File: src/rtl/sprite_plot_scheduler_if.sv
// Plot-port bus between the frame scheduler, the sprite engines and the VGA adapter.
// master is the scheduler side; slave is the engines/adapter side.
interface sprite_plot_scheduler_if #(
    parameter int NUM_SPRITES = 7,
    parameter int X_W         = 8,
    parameter int Y_W         = 7,
    parameter int COLOUR_W    = 3
);
    logic                            frame_tick;
    logic [NUM_SPRITES-1:0]          active_mask;
    logic [NUM_SPRITES*COLOUR_W-1:0] sprite_colour;
    logic [NUM_SPRITES*X_W-1:0]      pix_x;
    logic [NUM_SPRITES*Y_W-1:0]      pix_y;
    logic [NUM_SPRITES-1:0]          pix_valid;
    logic [NUM_SPRITES-1:0]          eng_done;
    logic [NUM_SPRITES-1:0]          eng_start;
    logic                            erase;
    logic                            move_en;
    logic [X_W-1:0]                  vga_x;
    logic [Y_W-1:0]                  vga_y;
    logic [COLOUR_W-1:0]             vga_colour;
    logic                            vga_plot;
    logic                            busy;
    logic                            frame_overrun;

    modport master (
        input  frame_tick, active_mask, sprite_colour,
        input  pix_x, pix_y, pix_valid, eng_done,
        output eng_start, erase, move_en,
        output vga_x, vga_y, vga_colour, vga_plot,
        output busy, frame_overrun
    );

    modport slave (
        output frame_tick, active_mask, sprite_colour,
        output pix_x, pix_y, pix_valid, eng_done,
        input  eng_start, erase, move_en,
        input  vga_x, vga_y, vga_colour, vga_plot,
        input  busy, frame_overrun
    );
endinterface

File: src/rtl/sprite_plot_scheduler.sv
// Per-frame erase/move/draw sequencer sharing one VGA plot port
// among the sprite engines, served one at a time in index order.
module sprite_plot_scheduler #(
    parameter int                  NUM_SPRITES = 7,
    parameter int                  X_W         = 8,
    parameter int                  Y_W         = 7,
    parameter int                  COLOUR_W    = 3,
    parameter logic [COLOUR_W-1:0] BG_COLOUR   = '0
) (
    input logic                     clock,
    input logic                     resetn,
    sprite_plot_scheduler_if.master bus
);
    localparam int SEL_W = (NUM_SPRITES > 1) ? $clog2(NUM_SPRITES) : 1;
    localparam int N     = NUM_SPRITES;

    typedef enum logic [2:0] {
        IDLE, E_START, E_ARM, E_WAIT,
        MOVE, D_START, D_ARM, D_WAIT
    } state_t;

    typedef struct packed {
        logic             found;
        logic [SEL_W-1:0] idx;
    } pick_t;

    state_t              state;
    logic [SEL_W-1:0]    sel;
    logic [N-1:0]        drawn_mask;
    logic [N-1:0]        cur_mask;
    logic [X_W-1:0]      x_q;
    logic [Y_W-1:0]      y_q;
    logic [COLOUR_W-1:0] colour_q;
    logic                plot_q;

    // lowest set bit of m at or above index lo
    function automatic pick_t first_from(input logic [N-1:0] m,
                                         input int lo);
        first_from = '0;
        for (int i = N - 1; i >= 0; i--) begin
            if (m[i] && i >= lo) begin
                first_from.found = 1'b1;
                first_from.idx   = SEL_W'(i);
            end
        end
    endfunction

    pick_t drawn_first, drawn_next, cur_first, cur_next;

    assign drawn_first = first_from(drawn_mask, 0);
    assign drawn_next  = first_from(drawn_mask, int'(sel) + 1);
    assign cur_first   = first_from(cur_mask, 0);
    assign cur_next    = first_from(cur_mask, int'(sel) + 1);

    logic [X_W-1:0]      sel_x;
    logic [Y_W-1:0]      sel_y;
    logic [COLOUR_W-1:0] sel_colour;
    logic                sel_valid;
    logic                sel_done;
    logic                in_erase;
    logic                streaming;

    assign sel_x      = bus.pix_x[int'(sel)*X_W +: X_W];
    assign sel_y      = bus.pix_y[int'(sel)*Y_W +: Y_W];
    assign sel_colour = bus.sprite_colour[int'(sel)*COLOUR_W +: COLOUR_W];
    assign sel_valid  = bus.pix_valid[sel];
    assign sel_done   = bus.eng_done[sel];

    assign in_erase  = (state == E_START) || (state == E_ARM) ||
                       (state == E_WAIT);
    assign streaming = (state == E_ARM) || (state == E_WAIT) ||
                       (state == D_ARM) || (state == D_WAIT);

    always_ff @(posedge clock or negedge resetn) begin
        if (!resetn) begin
            state      <= IDLE;
            sel        <= '0;
            drawn_mask <= '0;
            cur_mask   <= '0;
            x_q        <= '0;
            y_q        <= '0;
            colour_q   <= '0;
            plot_q     <= 1'b0;
        end else begin
            plot_q <= 1'b0;
            if (streaming) begin
                plot_q   <= sel_valid;
                x_q      <= sel_x;
                y_q      <= sel_y;
                colour_q <= in_erase ? BG_COLOUR : sel_colour;
            end

            unique case (state)
                IDLE: begin
                    if (bus.frame_tick) begin
                        cur_mask <= bus.active_mask;
                        if (drawn_first.found) begin
                            sel   <= drawn_first.idx;
                            state <= E_START;
                        end else begin
                            state <= MOVE;
                        end
                    end
                end
                E_START: state <= E_ARM;
                // engine may still show last job's done here
                E_ARM:   state <= E_WAIT;
                E_WAIT: begin
                    if (sel_done) begin
                        if (drawn_next.found) begin
                            sel   <= drawn_next.idx;
                            state <= E_START;
                        end else begin
                            state <= MOVE;
                        end
                    end
                end
                MOVE: begin
                    if (cur_first.found) begin
                        sel   <= cur_first.idx;
                        state <= D_START;
                    end else begin
                        drawn_mask <= cur_mask;
                        state      <= IDLE;
                    end
                end
                D_START: state <= D_ARM;
                D_ARM:   state <= D_WAIT;
                D_WAIT: begin
                    if (sel_done) begin
                        if (cur_next.found) begin
                            sel   <= cur_next.idx;
                            state <= D_START;
                        end else begin
                            drawn_mask <= cur_mask;
                            state      <= IDLE;
                        end
                    end
                end
                default: state <= IDLE;
            endcase
        end
    end

    assign bus.eng_start = ((state == E_START) || (state == D_START)) ?
                           (N'(1) << sel) : '0;
    assign bus.erase         = in_erase;
    assign bus.move_en       = (state == MOVE);
    assign bus.busy          = (state != IDLE);
    assign bus.frame_overrun = bus.frame_tick && (state != IDLE);
    assign bus.vga_x         = x_q;
    assign bus.vga_y         = y_q;
    assign bus.vga_colour    = colour_q;
    assign bus.vga_plot      = plot_q;
endmodule

File: src/flat_wrapper.sv
// flat-port wrapper written by rule: the top's interface ports become plain ports
module sprite_plot_scheduler_flat 
#(
    parameter int                  NUM_SPRITES = 7,
    parameter int                  X_W         = 8,
    parameter int                  Y_W         = 7,
    parameter int                  COLOUR_W    = 3,
    parameter logic [COLOUR_W-1:0] BG_COLOUR   = '0
)
  (clock, resetn, bus_frame_tick, bus_active_mask, bus_sprite_colour, bus_pix_x, bus_pix_y, bus_pix_valid, bus_eng_done, bus_eng_start, bus_erase, bus_move_en, bus_vga_x, bus_vga_y, bus_vga_colour, bus_vga_plot, bus_busy, bus_frame_overrun);
  sprite_plot_scheduler_if #(.NUM_SPRITES(NUM_SPRITES), .X_W(X_W), .Y_W(Y_W), .COLOUR_W(COLOUR_W)) bus_i ();
  input logic clock;
  input logic resetn;
  input wire logic [$bits(bus_i.frame_tick)-1:0] bus_frame_tick;
  input wire logic [$bits(bus_i.active_mask)-1:0] bus_active_mask;
  input wire logic [$bits(bus_i.sprite_colour)-1:0] bus_sprite_colour;
  input wire logic [$bits(bus_i.pix_x)-1:0] bus_pix_x;
  input wire logic [$bits(bus_i.pix_y)-1:0] bus_pix_y;
  input wire logic [$bits(bus_i.pix_valid)-1:0] bus_pix_valid;
  input wire logic [$bits(bus_i.eng_done)-1:0] bus_eng_done;
  output wire logic [$bits(bus_i.eng_start)-1:0] bus_eng_start;
  output wire logic [$bits(bus_i.erase)-1:0] bus_erase;
  output wire logic [$bits(bus_i.move_en)-1:0] bus_move_en;
  output wire logic [$bits(bus_i.vga_x)-1:0] bus_vga_x;
  output wire logic [$bits(bus_i.vga_y)-1:0] bus_vga_y;
  output wire logic [$bits(bus_i.vga_colour)-1:0] bus_vga_colour;
  output wire logic [$bits(bus_i.vga_plot)-1:0] bus_vga_plot;
  output wire logic [$bits(bus_i.busy)-1:0] bus_busy;
  output wire logic [$bits(bus_i.frame_overrun)-1:0] bus_frame_overrun;
  assign bus_i.frame_tick = bus_frame_tick;
  assign bus_i.active_mask = bus_active_mask;
  assign bus_i.sprite_colour = bus_sprite_colour;
  assign bus_i.pix_x = bus_pix_x;
  assign bus_i.pix_y = bus_pix_y;
  assign bus_i.pix_valid = bus_pix_valid;
  assign bus_i.eng_done = bus_eng_done;
  assign bus_eng_start = bus_i.eng_start;
  assign bus_erase = bus_i.erase;
  assign bus_move_en = bus_i.move_en;
  assign bus_vga_x = bus_i.vga_x;
  assign bus_vga_y = bus_i.vga_y;
  assign bus_vga_colour = bus_i.vga_colour;
  assign bus_vga_plot = bus_i.vga_plot;
  assign bus_busy = bus_i.busy;
  assign bus_frame_overrun = bus_i.frame_overrun;
  sprite_plot_scheduler #(.NUM_SPRITES(NUM_SPRITES), .X_W(X_W), .Y_W(Y_W), .COLOUR_W(COLOUR_W), .BG_COLOUR(BG_COLOUR)) u_core (.clock(clock), .resetn(resetn), .bus(bus_i));
endmodule
File: config.mk
export PLATFORM = sky130hd
export DESIGN_NAME = sprite_plot_scheduler_flat
export DESIGN_NICKNAME = d
export VERILOG_FILES = /design/src/rtl/sprite_plot_scheduler_if.sv /design/src/rtl/sprite_plot_scheduler.sv /design/src/flat_wrapper.sv
export SDC_FILE = /design/constraint.sdc
export NUM_CORES = 1
export LEC_CHECK = 0
export BUFFER_PORTS_ARGS = -buffer_cell sky130_fd_sc_hd__clkbuf_2
export CAP_MARGIN = 20
export CORE_ASPECT_RATIO = 2
export CORE_MARGIN = 2
export CORE_UTILIZATION = 40
export DETAILED_ROUTE_END_ITERATION = 16
export HOLD_SLACK_MARGIN = 0.06
export PLACE_DENSITY = 0.77
export SYNTH_ARGS = -nofsm -noshare
export SYNTH_HDL_FRONTEND = slang
export SYNTH_SLANG_ARGS = --single-unit
File: constraint.sdc
create_clock -name clock -period 4 [get_ports clock]
set_clock_uncertainty 0.05 [all_clocks]
set_input_delay 0.6 -clock clock [delete_from_list [all_inputs] [get_ports clock]]
set_output_delay 0.6 -clock clock [all_outputs]
set_load 0.01 [all_outputs]
; After elaboration in Yosys (flattened, before gate mapping)
; Index checks and enable logic that the tools add are counted.
; Widths: inputs -> output; s select.
[totals]
register_bits = 39
inputBits = 150
output_inout_bits = 30
word_cells = 123
[classes]
add_sub_neg = 1
mul = 2
magnitude_cmp = 8
n_eq_ne = 16
shift = 4
mux = 55
reduce_logical = 29
[ops]
columns = op, n
row1 = $mux 4, 28
row2 = $ge 4x32->1 const A, 3
row3 = $ge 3x32->1 const A, 2
row4 = $shiftx 56x7->8, 1
row5 = $shiftx 49x32->7, 1
row6 = $mux 3, 15
row7 = $ge 1x32->1 const A, 1
row8 = $ge 2x32->1 const A, 1
row9 = $shiftx 21x32->3, 1
row10 = $mux 7, 4
row11 = $pmux 3 s8, 1
row12 = $logic_and 1x1->1, 15
row13 = $pmux 7 s2, 1
row14 = $eq 3x3->1 const B, 4
row15 = $ne 2x1->1 const B, 6
row16 = $pmux 3 s4, 1
row17 = $reduce_and 8->1, 1
row18 = $shl 1x3->7 const A, 1
row19 = $bmux 1 s3, 2
row20 = $eq 3x2->1 const B, 2
row21 = $logic_or 1x1->1, 6
row22 = $mul 3x3->6 const B, 1
row23 = $ne 2x2->1 const B, 3
row24 = $mul 3x2->5 const B, 1
row25 = other kinds (11), 13

; Longest topological paths before layout
; Gate-level depths: netlist of run 1.
[depth]
word_depth = 13
ltp_mapped = 11
depth_no_buf = 8

; Least setup slack after synthesis of run 1
; No wires, ideal clock.
[synth_timing]
path_kind = register to register
start = register u_core.sel[0]
end = register u_core.drawn_mask[0]
arrival_time_ps = 2755
setup_slack_ps = 1070
stages_incl_launch_ff = 12
n_path_buf = 3
period_less_slack_ps = 2930
cell_sequence = dfrtp_1 -> buf_6 -> clkbuf_1 -> inv_1 -> ha_1 -> nand2b_1 -> a21oi_1 -> a31oi_1 -> and3b_1 -> buf_2 -> o2111ai_4 -> mux2_2
[synth_between]
elab_chain_cells = 12
word_cells_on_any_way = 27
[synth_lines]
columns = item, line_no
row1 = start: declaration, sprite_plot_scheduler.sv:28  ; logic [SEL_W-1:0] sel;
row2 = start signal: assignment, sprite_plot_scheduler.sv:98  ; sel <= drawn_first.idx;
row3 = start signal: assignment, sprite_plot_scheduler.sv:111  ; sel <= drawn_next.idx;
row4 = start signal: assignment, sprite_plot_scheduler.sv:120  ; sel <= cur_first.idx;
row5 = $add 3x1->4, sprite_plot_scheduler.sv:53  ; assign cur_next = first_from(cur_mask, int'(sel) + 1);
row6 = $ge 4x32->1, sprite_plot_scheduler.sv:41  ; if (m[i] && i >= lo) begin
row7 = $logic_and 1x1->1, sprite_plot_scheduler.sv:41
row8 = $mux 4 (7 in series), sprite_plot_scheduler.sv:41
row9 = $ne 2x2->1 (no source line), --
row10 = $reduce_and 4->1 (no source line) *, --
row11 = end signal: assignment, sprite_plot_scheduler.sv:123  ; drawn_mask <= cur_mask;
row12 = end signal: assignment, sprite_plot_scheduler.sv:135  ; drawn_mask <= cur_mask;
row13 = end: declaration, sprite_plot_scheduler.sv:29  ; logic [N-1:0] drawn_mask;
; Every way passes the cells marked *; elsewhere a longest branch is shown, timed or not. The select of a mux whose other input is x is not followed.
; A chain may end at the register's enable or synchronous reset.

; Worst setup path in the final report of run 1
[layout_timing]
start = register u_core.sel[0]
end = register u_core.drawn_mask[1]
; Same word-level chain as after synthesis.

==> results of run 1 <==
## critical path, cell delays in order, from the launching register on
cell	delay, ns
dfrtp_2	0.52
buf_4	0.53
ha_1	0.37
nand2_1	0.10
a31oi_1	0.21
and3b_1	0.29
o2111ai_4	0.35
mux2_2	0.39
## flip-flops by register name, indices dropped and copies added (netlist names)
name / flops
u_core.drawn_mask: 7
u_core.bus.vga_colour: 3
u_core.bus.vga_x: 8
u_core.cur_mask: 7
u_core.state: 3
u_core.sel: 3
u_core.bus.vga_plot: 1
u_core.bus.vga_y: 7
## power by group through the flow
stage / Sequential [mW] / Clock, mW / Combinational, mW
after floorplan: 0.775 / 0 / 1.44
after global placement: 0.847 / 0 / 1.91
after detailed placement: 0.854 / 0 / 1.93
after CTS: 0.848 / 0.391 / 1.95
after global routing: 0.885 / 0.400 / 2.14
final: 0.855 / 0.376 / 1.94
## kinds of logic after synthesis
logic type	Yosys count	synth area share
simple gates	58	0.0930
buf+inv	51	0.0631
compound gates	106	0.256
fa+ha+maj	6	0.0232
mux	56	0.263
flops	39	0.302
## worst paths after layout
kind	slack (ns)	cells past startpoint	endpoint
worst min-delay path	0.08	1	u_core.bus.vga_y[6]$_DFFE_PN0P_
worst max register to register	1.06	7	u_core.drawn_mask[1]$_DFFE_PN0P_
min in group clock	0.45	1	u_core.bus.vga_colour[0]$_DFFE_PN0P_
worst max-delay path	1.06	7	u_core.drawn_mask[1]$_DFFE_PN0P_
max in group asynchronous	3.40	2	u_core.sel[0]$_DFFE_PN0P_
worst min register to register	0.45	1	u_core.bus.vga_colour[0]$_DFFE_PN0P_
## metrics by stage
step	cell area [sq um]	total power [mW]	std cells	worst slack (ns)	hold WS, ns
finish	4360	3.17	584	1.06	0.0830
global route	4360	3.42	584	0.790	0.0858
CTS	4340	3.19	583	0.994	0.449
detailed placement	4200	2.79	575	1.04	0.435
global placement	4200	2.76	575	1.11	0.422
floorplan	3230	2.22	316	1.07	0.254
## cell usage after synthesis, drive strengths merged, types with 2 or more instances
master | n | area [sq um]
nor3 | 2 | 10.0
inv | 28 | 105
o21ai | 25 | 125
buf | 8 | 42.5
mux2 | 31 | 349
clkbuf | 15 | 56.3
o2bb2ai | 3 | 26.3
a221o | 19 | 190
a21oi | 11 | 55.1
a31oi | 3 | 18.8
ha | 6 | 75.1
dfrtp | 39 | 976
nand3 | 5 | 25.0
nand2 | 15 | 56.3
nor3b | 2 | 20.0
o2111ai | 3 | 43.8
o22ai | 2 | 12.5
and3 | 8 | 50.1
o211ai | 21 | 171
a32oi | 4 | 35.0
nand2b | 4 | 25.0
mux2i | 5 | 50.1
o21bai | 3 | 33.8
mux4 | 20 | 450
a22oi | 2 | 15.0
nor2b | 3 | 18.8
a211oi | 2 | 27.5
nor2 | 12 | 45.0
## routing by layer
metal / track usage / wire length, microns
met4: 0.134 / 454
met3: 0.0444 / 698
met5: 0 / 0
met2: 0.447 / 5850
met1: 0.235 / 3730
## cell type report
type / instances / share of cell area
multi-input cells: 226 / 0.470
flip-flops and latches: 39 / 0.224
repair buffers: 187 / 0.222
clock buffers: 7 / 0.0304
well taps: 96 / 0.0276
inverters: 28 / 0.0241
clock inverters: 1 / 0.00115
==> reports/results.txt, run 1 <==
Max-cap check violation count - 0
Pint - 1.74 mW
Die width - 67.5 microns
Static leakage - 2.13 nW
Cts repair resizes - 0
Total number of vias - 3364
Worst min-delay path class - input pin to asynchronous set/reset pin
H-tree depth - 2
Synthesis-stage register bit count - 39
Comb pwr share - 0.612
Setup Buffers After CTS - 0
Fill count - 711
Initial Utilization - 0.410
DRT Pass-1 Iters - 4
Cell area after synthesis - 3230 sq um
Fin. Hold Viols - 0
Gpl congestion - 0.877
Commonest non-fill, non-tap cells in the layout - clkbuf_2, dfrtp_1, mux2_2
Seq/Total Area, Yosys - 0.302
Nature of the critical path startpoint - register
Outcome - finished, final reports clean
CP max FO - 39
Tcrit/Tclk final - 0.736
Port-buffer cells - 179
Syn Area/Cell - 10.2 sq um
Layout cells sized above 1 - 0.514
Worst vdd ir - 0.365 mV
Clock root cell - clkbuf_16
Syn_nets - 472
Switching Fraction - 0.451
Clk sinks - 39
Register Area - 977 sq um
Final setup violation count - 0
Die Height - 131 microns
First-pass GRT wire length - 15800 microns
CTS tree - done
Final core utilization - 0.553
Largest net degree at the start of global routing - 40
Synth Flop Type - dfrtp_1
CP Capture Type - register
Post-synth ARST share - 1.00
Num rows - 46
Cts hold-fix bufs - 0
Routed Wire Length - 10700 microns
Ant. Diodes - 0
Longest Clk Path Bufs - 2
Clock Latency Late Sink - 0.28 ns
Critical path type - register to register
Fmax - 0.340 GHz
RSZ-0062 raised after global routing - false
Net load switching power - 1.43 mW
Minimum clock period - 2.94 ns
Vias per cell - 5.76
Slew Limit Fails - 0
Post-synth EDFFs - 0
PD cells - 727 nW/um^2
Detail Route Antenna Nets - 0
Initial drt markers - 175
RR Startpoint - u_core.sel[0]$_DFFE_PN0P_
HPWL Detailed - 8790 microns
Initial antenna violation count - 0
Critical Path AT - 3.06 ns
Multi-input logic area - 2050 sq um
Congestion Overflow GR - 0
Commonest non-fill, non-tap cell in the layout - clkbuf_2
CP startpoint - u_core.sel[0]$_DFFE_PN0P_
YS warnings - 0
Synthesized instance count - 316
Syn-to-layout area delta - 34.9%
Final setup TNS - 0 ns
Slew margin rel. - 0.604
Vias in the first global route - 3377
Ports - 180
DRC - 0
DR WL/cell - 18.4 microns
Synth cell types - 52
CTS Buf Count - 5
Required time worst endpoint - 4.11 ns
CORE AREA - 7890 sq um
Worst slew pin tran - 0.589 ns
Sequential Power Share - 0.270
Clk pwr share - 0.119
Clock edge transition at the registers on the reported setup and hold paths - 0.05 ns
GRT Total Usage - 0.239
Total Nets Final - 643
Die area - 8850 sq um
No activity file was read; power rests on OpenSTA's default activity.
==> inputs of run 2 (changes only) <==
--- a/config.mk
+++ b/config.mk
@@ -12,7 +12,7 @@
 export CORE_UTILIZATION = 40
 export DETAILED_ROUTE_END_ITERATION = 16
 export HOLD_SLACK_MARGIN = 0.06
-export PLACE_DENSITY = 0.77
+export PLACE_DENSITY = 0.8
 export SYNTH_ARGS = -nofsm -noshare
 export SYNTH_HDL_FRONTEND = slang
 export SYNTH_SLANG_ARGS = --single-unit
==> constraint.sdc (replaced) <==
create_clock -name clock -period 2.7 [get_ports clock]
set_clock_uncertainty 0.05 [all_clocks]
set_input_delay 0.405 -clock clock [delete_from_list [all_inputs] [get_ports clock]]
set_output_delay 0.405 -clock clock [all_outputs]
set_load 0.01 [all_outputs]
==> reports/results.txt, run 2 (synthesized netlist as in run 1, its figures left out) <==
Slew Limit Fails - 0 (unchanged)
Outcome - finished, final reports clean (unchanged)
Ant. Diodes - 0 (unchanged)
Longest Clk Path Bufs - 2 (unchanged)
Place WS - 0.00676 ns (was 1.04 ns)
Nature of the critical path startpoint - register (unchanged)
Clock root cell - clkbuf_16 (unchanged)
Gpl congestion - 0.985 (was 0.877)
Vias in the first global route - 3513 (was 3377)
Initial Utilization - 0.410 (unchanged)
DRC - 0 (unchanged)
Minimum clock period - 2.61 ns (was 2.94 ns)
Critical Path AT - 2.73 ns (was 3.06 ns)
Clock edge transition at the registers on the reported setup and hold paths - 0.06 ns (was 0.05 ns)
Static leakage - 2.16 nW (was 2.13 nW)
Initial antenna violation count - 0 (unchanged)
Slew margin rel. - 0.563 (was 0.604)
Tcrit/Tclk final - 0.968 (was 0.736)
Clk sinks - 39 (unchanged)
Final WS setup - 0.0863 ns (was 1.06 ns)
DR WL/cell - 19.9 microns (was 18.4 microns)
Die area - 8850 sq um (unchanged)
Initial drt markers - 319 (was 175)
Total Nets Final - 650 (was 643)
Cts hold-fix bufs - 0 (unchanged)
Final setup TNS - 0 ns (unchanged)
First-pass GRT wire length - 17300 microns (was 15800 microns)
Die width - 67.5 microns (unchanged)
Clock Latency Late Sink - 0.28 ns (about the same)
Fill count - 711 (unchanged)
Congestion Overflow GR - 0 (unchanged)
PD cells - 1100 nW/um^2 (was 727 nW/um^2)
Max-cap check violation count - 0 (unchanged)
H-tree depth - 2 (unchanged)
Detail Route Antenna Nets - 0 (unchanged)
Layout cells sized above 1 - 0.531 (was 0.514)
Total number of vias - 3476 (was 3364)
CTS Buf Count - 5 (unchanged)
Vias per cell - 5.88 (was 5.76)
Ports - 180 (unchanged)
RSZ-0062 raised after global routing - false (unchanged)
Worst min-delay path class - input pin to asynchronous set/reset pin (unchanged)
Num rows - 46 (unchanged)
CTS tree - done (unchanged)
CP Capture Type - register (unchanged)
CP max FO - 7 (was 39)
Die Height - 131 microns (unchanged)
HPWL Detailed - 9750 microns (was 8790 microns)
Critical path type - register to register (unchanged)
Commonest non-fill, non-tap cell in the layout - clkbuf_2 (unchanged)
DRT Pass-1 Iters - 4 (unchanged)
Syn-to-layout area delta - 37.0% (was 34.9%)
Worst slew pin tran - 0.655 ns (was 0.589 ns)
GRT Total Usage - 0.263 (was 0.239)
Largest net degree at the start of global routing - 38 (was 40)
Max reg flops - 8 (unchanged)
Routed Wire Length - 11800 microns (was 10700 microns)
CORE AREA - 7890 sq um (unchanged)
Worst vdd ir - 0.469 mV (was 0.365 mV)
Fin. Hold Viols - 0 (unchanged)
Commonest non-fill, non-tap cells in the layout - clkbuf_2, dfrtp_1, mux2_2 (unchanged)
Fmax - 0.383 GHz (was 0.340 GHz)
Required time worst endpoint - 2.81 ns (was 4.11 ns)
Port-buffer cells - 179 (unchanged)
Final setup violation count - 0 (unchanged)
Tot Pwr - 4.88 mW (was 3.17 mW)
[run 2: final cells by class]
| class | instances | area (sq um) | area share |
|---|---|---|---|
| multi-input cells | 226 | 2060 | 0.466 |
| repair buffers | 194 | 1020 | 0.231 |
| flip-flops and latches | 39 | 978 | 0.221 |
| clock buffers | 6 | 129 | 0.0291 |
| well taps | 96 | 120 | 0.0271 |
| inverters | 28 | 105 | 0.0237 |
| clock inverters | 2 | 12.5 | 0.00283 |
[run 2: worst paths after layout]
check | startpoint | to | slack [ns] | depth (start not counted)
max in group asynchronous | resetn | u_core.bus.vga_colour[2]$_DFFE_PN0P_ | 1.83 | 2
min in group clock | bus_active_mask[4] | u_core.cur_mask[4]$_DFFE_PN0P_ | 0.28 | 3
max | u_core.sel[1]$_DFFE_PN0P_ | u_core.drawn_mask[5]$_DFFE_PN0P_ | 0.09 | 8
min reg2reg | u_core.bus.vga_colour[1]$_DFFE_PN0P_ | u_core.bus.vga_colour[1]$_DFFE_PN0P_ | 0.44 | 1
min | resetn | u_core.bus.vga_x[0]$_DFFE_PN0P_ | 0.09 | 1
max reg2reg | u_core.sel[1]$_DFFE_PN0P_ | u_core.drawn_mask[5]$_DFFE_PN0P_ | 0.09 | 8
[run 2: repair_timing]
item,4_1_cts,5_1_grt
resized for setup,1,3
hold endpoints to repair,0,0
pin swaps,0,1
buffers inserted,0,1
setup endpoints to repair,1,6
[run 2: per-stage QoR]
| step | instance area [sq um] | std cells | util | hold WS [ns] |
|---|---|---|---|---|
| final | 4430 | 591 | 0.561 | 0.0940 |
| after global routing | 4430 | 591 | 0.561 | 0.115 |
| after CTS | 4410 | 590 | 0.560 | 0.102 |
| after detailed placement | 4270 | 582 | 0.541 | 0.397 |
| after global placement | 4270 | 582 | 0.541 | 0.392 |
| after floorplan | 3230 | 316 | - | 0.0594 |
[run 2: worst max-delay path, cell delays in order (launching register included)]
cell and delay (ns):
dfrtp_2 0.44, inv_1 0.17, ha_1 0.30, nand2b_1 0.16, a21oi_1 0.12, a31oi_2 0.24
and3b_2 0.31, o2111ai_4 0.33, mux2_2 0.38
[run 2: routing by layer]
metal / GRT usage / up-vias / part of all wire
li1: - / 1588 / -
met1: 0.256 / 1650 / 0.32
met2: 0.491 / 197 / 0.56
met3: 0.0401 / 41 / 0.070
met4: 0.170 / 0 / 0.048
met5: 0 / - / 0
[run 2: where the power goes]
| part | switching, mW | leakage (nW) | internal, mW |
|---|---|---|---|
| Sequential | 0.356 | 0.465 | 0.888 |
| Clock | 0.224 | 0.0669 | 0.340 |
| Combinational | 1.64 | 1.62 | 1.43 |
